===== src/rtl/psg_pkg.sv =====
// psg_pkg: shared definitions for the multi-channel PSG.
//   - envelope shape bit positions
//   - register-number helpers (functions of the channel count)
//   - reset value for the per-channel mask registers
//   - output word width
//   - 16-entry logarithmic DAC table
package psg_pkg;

  // Bit positions inside the 4-bit shape register.
  localparam int SH_HOLD = 0;
  localparam int SH_ALT  = 1;
  localparam int SH_ATT  = 2;
  localparam int SH_CONT = 3;

  function automatic int reg_tone_lo(input int c);
    return 2 * c;
  endfunction

  function automatic int reg_tone_hi(input int c);
    return 2 * c + 1;
  endfunction

  function automatic int reg_amp(input int nch, input int c);
    return 2 * nch + c;
  endfunction

  function automatic int reg_noise(input int nch);
    return 3 * nch;
  endfunction

  function automatic int reg_tdis(input int nch);
    return 3 * nch + 1;
  endfunction

  function automatic int reg_ndis(input int nch);
    return 3 * nch + 2;
  endfunction

  function automatic int reg_env_lo(input int nch);
    return 3 * nch + 3;
  endfunction

  function automatic int reg_env_hi(input int nch);
    return 3 * nch + 4;
  endfunction

  function automatic int reg_shape(input int nch);
    return 3 * nch + 5;
  endfunction

  function automatic int reg_pan_l(input int nch);
    return 3 * nch + 6;
  endfunction

  function automatic int reg_pan_r(input int nch);
    return 3 * nch + 7;
  endfunction

  // Masks come out of reset with every channel bit set.
  function automatic logic [7:0] mask_all(input int nch);
    return 8'((1 << nch) - 1);
  endfunction

  // Wide enough for NCH full-scale 8-bit channels summed without overflow.
  function automatic int out_w(input int nch);
    return 8 + $clog2(nch);
  endfunction

  function automatic logic [7:0] dac_lut(input logic [3:0] lvl);
    logic [7:0] v;
    case (lvl)
      4'h0: v = 8'h00;
      4'h1: v = 8'h01;
      4'h2: v = 8'h02;
      4'h3: v = 8'h03;
      4'h4: v = 8'h05;
      4'h5: v = 8'h07;
      4'h6: v = 8'h0B;
      4'h7: v = 8'h0F;
      4'h8: v = 8'h16;
      4'h9: v = 8'h1F;
      4'hA: v = 8'h2D;
      4'hB: v = 8'h3F;
      4'hC: v = 8'h5A;
      4'hD: v = 8'h7F;
      4'hE: v = 8'hB4;
      default: v = 8'hFF;
    endcase
    return v;
  endfunction

endpackage


===== src/rtl/psg_tone_ch.sv =====
// psg_tone_ch: one square-tone channel (period counter + tone flip-flop).
// Ports:
//   clk, reset  system clock, synchronous active-high reset
//   tick        audio-rate clock enable
//   period      12-bit tone period (0 behaves as 1)
//   tone        square-wave output bit
module psg_tone_ch
  import psg_pkg::*;
(
  input  logic        clk,
  input  logic        reset,
  input  logic        tick,
  input  logic [11:0] period,
  output logic        tone
);

  logic [11:0] cnt;
  logic [11:0] per_eff;
  logic        wrap;

  // Compare against the live period so a period change lands at the next
  // compare without restarting the count.
  always_comb begin
    per_eff = (period == 12'd0) ? 12'd1 : period;
    wrap    = (cnt >= per_eff - 12'd1);
  end

  always_ff @(posedge clk) begin
    if (reset) begin
      cnt  <= '0;
      tone <= 1'b0;
    end else if (tick) begin
      if (wrap) begin
        cnt  <= '0;
        tone <= ~tone;
      end else begin
        cnt <= cnt + 12'd1;
      end
    end
  end

endmodule


===== src/rtl/psg_multi.sv =====
// psg_multi: NCH-channel programmable sound generator with shared noise LFSR
// and a 16-shape envelope generator, all on the system clock with an internal
// audio-tick prescaler.
// Ports:
//   clk, reset     system clock, synchronous active-high reset
//   adr            0 = register select, 1 = register data
//   din            write data
//   wr             write strobe, acts on its rising edge
//   dout           combinational readback of the selected register
//   out            registered mono mix (log-DAC weighted sum)
//   out_l, out_r   registered panned mixes (only with PSG_STEREO_EN)
// Build option: define PSG_STEREO_EN to add the pan-left / pan-right mask
// registers and the stereo outputs.
module psg_multi
  import psg_pkg::*;
#(
  parameter int NCH   = 3,
  parameter int PRESC = 16,
  parameter int AW    = 5
) (
  input  logic                   clk,
  input  logic                   reset,
  input  logic                   adr,
  input  logic [7:0]             din,
  input  logic                   wr,
  output logic [7:0]             dout,
  output logic [out_w(NCH)-1:0]  out
`ifdef PSG_STEREO_EN
  ,
  output logic [out_w(NCH)-1:0]  out_l,
  output logic [out_w(NCH)-1:0]  out_r
`endif
);

  localparam int OW = out_w(NCH);
  localparam int PW = $clog2(PRESC);

  // Register file
  logic [AW-1:0]          sel;
  logic                   wr_q;
  logic [NCH-1:0][7:0]    tp_lo;
  logic [NCH-1:0][3:0]    tp_hi;
  logic [NCH-1:0][4:0]    amp;
  logic [4:0]             np;
  logic [NCH-1:0]         tdis;
  logic [NCH-1:0]         ndis;
  logic [15:0]            eper;
  logic [3:0]             shape;
`ifdef PSG_STEREO_EN
  logic [NCH-1:0]         pan_l;
  logic [NCH-1:0]         pan_r;
`endif

  logic wr_edge;
  logic shape_wr;

  assign wr_edge  = wr & ~wr_q;
  assign shape_wr = wr_edge & adr & (int'(sel) == reg_shape(NCH));

  // wr_q keeps tracking wr during reset so a strobe held across reset
  // release is not mistaken for a new edge.
  always_ff @(posedge clk) begin
    wr_q <= wr;
    if (reset) begin
      sel   <= '0;
      tp_lo <= '0;
      tp_hi <= '0;
      amp   <= '0;
      np    <= '0;
      tdis  <= NCH'(mask_all(NCH));
      ndis  <= NCH'(mask_all(NCH));
      eper  <= '0;
      shape <= '0;
`ifdef PSG_STEREO_EN
      pan_l <= NCH'(mask_all(NCH));
      pan_r <= NCH'(mask_all(NCH));
`endif
    end else if (wr_edge) begin
      if (!adr) begin
        sel <= din[AW-1:0];
      end else begin
        for (int c = 0; c < NCH; c++) begin
          if (int'(sel) == reg_tone_lo(c))  tp_lo[c] <= din;
          if (int'(sel) == reg_tone_hi(c))  tp_hi[c] <= din[3:0];
          if (int'(sel) == reg_amp(NCH, c)) amp[c]   <= din[4:0];
        end
        if (int'(sel) == reg_noise(NCH))  np          <= din[4:0];
        if (int'(sel) == reg_tdis(NCH))   tdis        <= din[NCH-1:0];
        if (int'(sel) == reg_ndis(NCH))   ndis        <= din[NCH-1:0];
        if (int'(sel) == reg_env_lo(NCH)) eper[7:0]   <= din;
        if (int'(sel) == reg_env_hi(NCH)) eper[15:8]  <= din;
        if (int'(sel) == reg_shape(NCH))  shape       <= din[3:0];
`ifdef PSG_STEREO_EN
        if (int'(sel) == reg_pan_l(NCH))  pan_l       <= din[NCH-1:0];
        if (int'(sel) == reg_pan_r(NCH))  pan_r       <= din[NCH-1:0];
`endif
      end
    end
  end

  // Readback; anything not matched (including numbers >= NREG) reads 0.
  always_comb begin
    dout = 8'h00;
    for (int c = 0; c < NCH; c++) begin
      if (int'(sel) == reg_tone_lo(c))  dout = tp_lo[c];
      if (int'(sel) == reg_tone_hi(c))  dout = {4'h0, tp_hi[c]};
      if (int'(sel) == reg_amp(NCH, c)) dout = {3'b000, amp[c]};
    end
    if (int'(sel) == reg_noise(NCH))  dout = {3'b000, np};
    if (int'(sel) == reg_tdis(NCH))   dout = 8'(tdis);
    if (int'(sel) == reg_ndis(NCH))   dout = 8'(ndis);
    if (int'(sel) == reg_env_lo(NCH)) dout = eper[7:0];
    if (int'(sel) == reg_env_hi(NCH)) dout = eper[15:8];
    if (int'(sel) == reg_shape(NCH))  dout = {4'h0, shape};
`ifdef PSG_STEREO_EN
    if (int'(sel) == reg_pan_l(NCH))  dout = 8'(pan_l);
    if (int'(sel) == reg_pan_r(NCH))  dout = 8'(pan_r);
`endif
  end

  // Audio-tick prescaler
  logic [PW-1:0] pcnt;
  logic          tick;

  assign tick = (pcnt == PW'(PRESC - 1));

  always_ff @(posedge clk) begin
    if (reset)     pcnt <= '0;
    else if (tick) pcnt <= '0;
    else           pcnt <= pcnt + PW'(1);
  end

  // Tone channels
  logic [NCH-1:0] tone;

  for (genvar c = 0; c < NCH; c++) begin : g_ch
    psg_tone_ch u_ch (
      .clk    (clk),
      .reset  (reset),
      .tick   (tick),
      .period ({tp_hi[c], tp_lo[c]}),
      .tone   (tone[c])
    );
  end

  // Noise generator
  logic [4:0]  ncnt;
  logic [4:0]  n_eff;
  logic [16:0] lfsr;
  logic        noise;

  assign n_eff = (np == 5'd0) ? 5'd1 : np;
  assign noise = lfsr[0];

  always_ff @(posedge clk) begin
    if (reset) begin
      ncnt <= '0;
      lfsr <= 17'h00001;
    end else if (tick) begin
      if (ncnt >= n_eff - 5'd1) begin
        ncnt <= '0;
        lfsr <= {lfsr[0] ^ lfsr[3], lfsr[16:1]};
      end else begin
        ncnt <= ncnt + 5'd1;
      end
    end
  end

  // Envelope generator: ep[3:0] is the position inside a 16-step ramp,
  // ep[4] marks the second (and later) ramp. Held shapes park ep at 16.
  logic [15:0] ecnt;
  logic [15:0] e_eff;
  logic [4:0]  ep;
  logic        e_frozen;
  logic        env_up;
  logic [3:0]  env;

  assign e_eff    = (eper == 16'd0) ? 16'd1 : eper;
  assign e_frozen = ep[4] & (~shape[SH_CONT] | shape[SH_HOLD]);

  always_ff @(posedge clk) begin
    if (reset || shape_wr) begin
      ecnt <= '0;
      ep   <= '0;
    end else if (tick) begin
      if (ecnt >= e_eff - 16'd1) begin
        ecnt <= '0;
        if (!e_frozen) ep <= ep + 5'd1;
      end else begin
        ecnt <= ecnt + 16'd1;
      end
    end
  end

  always_comb begin
    env_up = shape[SH_ATT] ^ (ep[4] & shape[SH_ALT]);
    env    = env_up ? ep[3:0] : ~ep[3:0];
    if (ep[4]) begin
      if (!shape[SH_CONT])     env = 4'h0;
      else if (shape[SH_HOLD]) env = (shape[SH_ATT] ^ shape[SH_ALT]) ? 4'hF : 4'h0;
    end
  end

  // Mixer / DAC (p0: combinational sum of current levels)
  logic [NCH-1:0][3:0] lvl;
  logic [OW-1:0]       sum_p0;
`ifdef PSG_STEREO_EN
  logic [OW-1:0]       suml_p0;
  logic [OW-1:0]       sumr_p0;
`endif

  always_comb begin
    lvl = '0;
    for (int c = 0; c < NCH; c++) begin
      if ((tone[c] | tdis[c]) & (noise | ndis[c]))
        lvl[c] = amp[c][4] ? env : amp[c][3:0];
    end
  end

  always_comb begin
    sum_p0 = '0;
`ifdef PSG_STEREO_EN
    suml_p0 = '0;
    sumr_p0 = '0;
`endif
    for (int c = 0; c < NCH; c++) begin
      sum_p0 = sum_p0 + OW'(dac_lut(lvl[c]));
`ifdef PSG_STEREO_EN
      if (pan_l[c]) suml_p0 = suml_p0 + OW'(dac_lut(lvl[c]));
      if (pan_r[c]) sumr_p0 = sumr_p0 + OW'(dac_lut(lvl[c]));
`endif
    end
  end

  // p0 -> output register
  always_ff @(posedge clk) begin
    if (reset) begin
      out   <= '0;
`ifdef PSG_STEREO_EN
      out_l <= '0;
      out_r <= '0;
`endif
    end else begin
      out   <= sum_p0;
`ifdef PSG_STEREO_EN
      out_l <= suml_p0;
      out_r <= sumr_p0;
`endif
    end
  end

endmodule

===== config.mk =====
export PLATFORM = sky130hd
export DESIGN_NAME = psg_multi
export DESIGN_NICKNAME = d
export VERILOG_FILES = /design/src/rtl/psg_pkg.sv /design/src/rtl/psg_tone_ch.sv /design/src/rtl/psg_multi.sv
export SDC_FILE = /design/constraint.sdc
export NUM_CORES = 1
export LEC_CHECK = 0
export ABC_AREA = 1
export BUFFER_PORTS_ARGS = -buffer_cell sky130_fd_sc_hd__buf_2
export CAP_MARGIN = 0
export CORE_ASPECT_RATIO = 0.6
export CORE_MARGIN = 1
export CORE_UTILIZATION = 60
export DETAILED_ROUTE_END_ITERATION = 8
export PLACE_DENSITY = 0.77
export SLEW_MARGIN = 0
export SYNTH_ARGS = -nofsm -noshare
export SYNTH_HDL_FRONTEND = slang
export SYNTH_HIERARCHICAL = 1
export SYNTH_SLANG_ARGS = --single-unit

===== constraint.sdc =====
create_clock -name clk -period 8.6 [get_ports clk]
set_input_delay 1.72 -clock clk [delete_from_list [all_inputs] [get_ports clk]]
set_output_delay 1.72 -clock clk [all_outputs]
set_load 0.01 [all_outputs]

==> qor.json <==
{
  "global_routing": {
    "first_global_vias": 9208,
    "grt_util_all_layers_pct": 29.32,
    "grt_first_pass_wirelength_mm": 46.31,
    "grt_max_degree": 84,
    "grt_remaining_overflow": 0,
    "initial_antenna_violation_count": 0
  },
  "die": {
    "boundaryPins": 30,
    "die_w_microns": 182.4,
    "floorplan.core_area_sq_mm": 0.01908,
    "fp.dieArea_sq_mm": 0.02010,
    "rows": 39,
    "initial_utilization_pct": 61.39,
    "fp.dieH_microns": 110.2
  },
  "worst_setup_path": {
    "reg2reg_to": "out[9]",
    "timing.rr.start": "ep[4]",
    "crit_path_end_kind": "primary output",
    "timing.reg2reg.setup_slack_ns": 4.70,
    "critical_path_data_arrival_time_ns": 2.46,
    "crit_fanout": 13,
    "critPathLaunchType": "flip-flop",
    "path_class": "reg -> out",
    "crit_required_ns": 6.88,
    "worstSetupStartpoint": "sel[2]",
    "critPathCapture": "dout[4]",
    "rr_worst_depth": 25
  },
  "power": {
    "combinationalPowerShare_pct": 10.9,
    "vdd.ir_drop.worst_mv": 0.1778,
    "power.clock.fraction_pct": 43.7,
    "sequentialPowerShare_pct": 45.4,
    "total_switching_power_uw": 500.8,
    "power.switching_fraction_pct": 26.24,
    "power_report.internal_total_mw": 1.408,
    "cellPowerDensity_mw_per_mm2": 151.6,
    "leakage_nw": 5.547
  },
  "placed_design": {
    "port_buffers": 29,
    "placed_area_sq_mm": 0.01198,
    "routability_driven_placement_congestion_ratio": 0.9723,
    "place.detailed.hpwl_mm": 21.44
  },
  "timing": {
    "setup-violations-final": 0,
    "achievable-frequency_ghz": 0.2392,
    "slew_headroom_pct": 41.82,
    "final_hold_viol_count": 0,
    "slew_limit_fails": 0,
    "worst_pin_slew_ns": 0.8702,
    "final_worst_path_period_need_ns": 4.180,
    "period_share_pct": 48.61,
    "grt_setup_unrepaired": "no",
    "finalClockSkew_ns": 0.008355,
    "fin_tns_setup_ns": 0,
    "whs_ns": 0.4529
  },
  "detailed_routing": {
    "drt_first_pass_iters": 7,
    "aggregate_routed_wire_length_mm": 28.61,
    "vias": 10640,
    "drc": 0,
    "vias_per_cell": 5.512,
    "routed_wire_length_per_instance_microns": 14.82,
    "drtIter0Drc": 1063,
    "detail-route-antenna-nets": 0
  },
  "logic_synthesis": {
    "syn_avg_cell_area_sq_um": 7.150,
    "async_sr_flop_fraction_pct": 0,
    "ys_dominant_reg_cell": "sky130_fd_sc_hd__dfxtp_1",
    "synth-compound-area-share_pct": 15.27,
    "yosysSeqAreaShare_pct": 31.45,
    "synth_enable_flop_cells": 0,
    "post_synth_fa_ha_maj_area_fraction_pct": 9.657,
    "post_synth_xor_area_fraction_pct": 4.711,
    "synth.lib_cells_used.distinct": 61,
    "yosys.area.top_type_share_pct": 31.45,
    "ys_ff_latch": 184,
    "synth.area.mux_share_pct": 0.2564,
    "yosys.area_share.simple_pct": 29.65,
    "synth_fp_nets": 1735,
    "synth_top_family_by_area": "simple AND/OR/NAND/NOR gates",
    "netlist_instances": 1638,
    "mappedNetlistArea_sq_mm": 0.01171,
    "synth.yosys.warnings": 6,
    "synth.area.top_cells": "sky130_fd_sc_hd__dfxtp_1 (31%), sky130_fd_sc_hd__nand2_1 (9.5%), sky130_fd_sc_hd__ha_1 (8.1%)",
    "synth_top_cell_by_area": "sky130_fd_sc_hd__dfxtp_1"
  },
  "clock_network": {
    "worst_setup_hold_path_clk_slew_ns": 0.07,
    "cts_setup_buffers": 0,
    "cts_tree": "built",
    "number_of_sinks_driven_by_the_clock_tree": 184,
    "cts-hold-fix-buffers": 0,
    "cts.root.buffer_cell": "sky130_fd_sc_hd__clkbuf_16",
    "ctsLongestPathBuffers": 2,
    "cts_resized": 0,
    "cts-buffers-inserted": 17,
    "clock_latency_ns": 0.44,
    "cts.htree.levels": 4
  },
  "finish": {
    "finish.net_count": 1750,
    "drive_gt1_share_pct": 12.37,
    "postLayoutCoreUtil_pct": 65.99,
    "design_area_sq_mm": 0.01259,
    "num-fill-cells": 1680,
    "area_growth_pct": 7.499,
    "num_antenna_cells": 0
  },
  "worst_hold_path": {
    "holdCritPathClass": "reg -> reg"
  },
  "run_status": {
    "outcome": "completed"
  },
  "job": {
    "maxCapViolCount": 0
  }
}
## cell families after synthesis
| kind of cell | Yosys count |
|---|---|
| adder cells (fa/ha/maj) | 85 |
| multiplexers | 3 |
| buffers and inverters | 254 |
| AO/OA/AOI/OAI | 324 |
| XOR/XNOR | 63 |
| AND/OR/NAND/NOR | 725 |
| flip-flops | 184 |
## metrics by stage
| stage | total power, mW | setup WS, ns | cells |
|---|---|---|---|
| after global routing | 1.984 | 4.237 | 1931 |
| after floorplan | 1.040 | 5.190 | 1638 |
| after global placement | 1.081 | 4.838 | 1900 |
| after detailed placement | 1.089 | 4.799 | 1900 |
| final | 1.909 | 4.420 | 1931 |
| after CTS | 1.916 | 4.489 | 1931 |
## power by group through the flow
| stage | registers, mW | logic (mW) | clock network (mW) |
|---|---|---|---|
| 2_1_floorplan | 0.884 | 0.156 | 0 |
| 3_5_place_dp | 0.886 | 0.203 | 0 |
| 4_1_cts | 0.867 | 0.205 | 0.845 |
| 5_1_grt | 0.867 | 0.234 | 0.883 |
| 6_report | 0.867 | 0.208 | 0.834 |
| 3_3_place_gp | 0.886 | 0.195 | 0 |
## layout by cell type, fill, tap and decap left out, drive strengths merged, types with 2 or more instances in the layout
cell type	n
a21oi	124
o221ai	3
a31oi	2
and2	2
a211oi	5
fa	9
o21ai	152
or2	5
o211ai	7
nand4	25
nor3b	7
xnor2	20
clkinv	3
o21bai	2
a21o	7
bufinv	3
dfxtp	184
o32ai	2
nand2	320
a31o	3
nor3	20
o21a	2
nor4	3
a21boi	2
mux2i	3
nand3b	7
nor2	242
inv	220
o22ai	7
clkbuf	22
nand3	92
buf	32
xor2	43
ha	76
a22o	2
## worst max-delay path, stage by stage, from the launching register on
cell and delay [ns]:
sky130_fd_sc_hd__dfxtp_1 0.62, sky130_fd_sc_hd__inv_2 0.12, sky130_fd_sc_hd__nand2_2 0.16, sky130_fd_sc_hd__nor2_2 0.10
sky130_fd_sc_hd__nand2_1 0.07, sky130_fd_sc_hd__o21ai_0 0.07, sky130_fd_sc_hd__a21oi_1 0.15, sky130_fd_sc_hd__nand3_1 0.18
sky130_fd_sc_hd__o22ai_1 0.22, sky130_fd_sc_hd__nand3_1 0.16, sky130_fd_sc_hd__buf_2 0.17
## worst min path at each step
stage | start | endpoint | slack, ns | cells past startpoint
floorplan | pcnt[0] | pcnt[0] | 0.42 | 1
global placement | pcnt[0] | pcnt[0] | 0.43 | 1
detailed placement | pcnt[0] | pcnt[0] | 0.44 | 1
CTS | pcnt[0] | pcnt[0] | 0.46 | 1
global route | pcnt[0] | pcnt[0] | 0.48 | 1
finish | pcnt[0] | pcnt[0] | 0.45 | 1
## layer usage
metal | vias to the layer above | track usage [%] | part of all wire [%] | wire (microns)
li1 | 5384 | - | - | -
met3 | 28 | 5.585 | 8.3 | 2389
met5 | - | 0 | 0 | 0
met2 | 388 | 43.08 | 41 | 11740
met1 | 4844 | 43.74 | 50 | 14190
met4 | 0 | 7.083 | 1.0 | 293
## synth_stat cells, drive strengths merged (2+ instances only)
master / count
or2: 5
ha: 76
o211ai: 7
a31oi: 2
o22ai: 7
o221ai: 3
a21oi: 124
o21bai: 2
xor2: 43
nor3: 20
a211oi: 5
dfxtp: 184
fa: 9
nand2: 320
a21boi: 2
nor4: 3
nor3b: 7
nand3: 92
a21o: 7
nand3b: 7
inv: 218
nor2: 242
a31o: 3
nand4: 25
clkbuf: 18
buf: 18
o21a: 2
o21ai: 152
and2: 2
a22o: 2
xnor2: 20
mux2i: 3
o32ai: 2
## final cells by class
type                       instances  area (sq um)  share of cell area [%]
timing repair buffer              32         167.7                   1.332
tap                              266         332.8                   2.643
inverter                         218         818.3                   6.499
multi-input combinational       1200          6974                   55.39
clock inverter                     9         140.1                   1.113
clock buffer                      22         474.2                   3.766
sequential                       184          3684                   29.26
## registers in the layout (all words and copies together) (netlist names), 4 cells and up
name / flops
amp: 15
eper: 16
shape: 4
ncnt: 5
ecnt: 16
sel: 5
np: 5
pcnt: 4
out: 10
ep: 5
tp_hi: 12
lfsr: 17
tp_lo: 24
g_ch.u_ch/cnt: 36
Note: power is estimated with default switching activity, not from simulation.
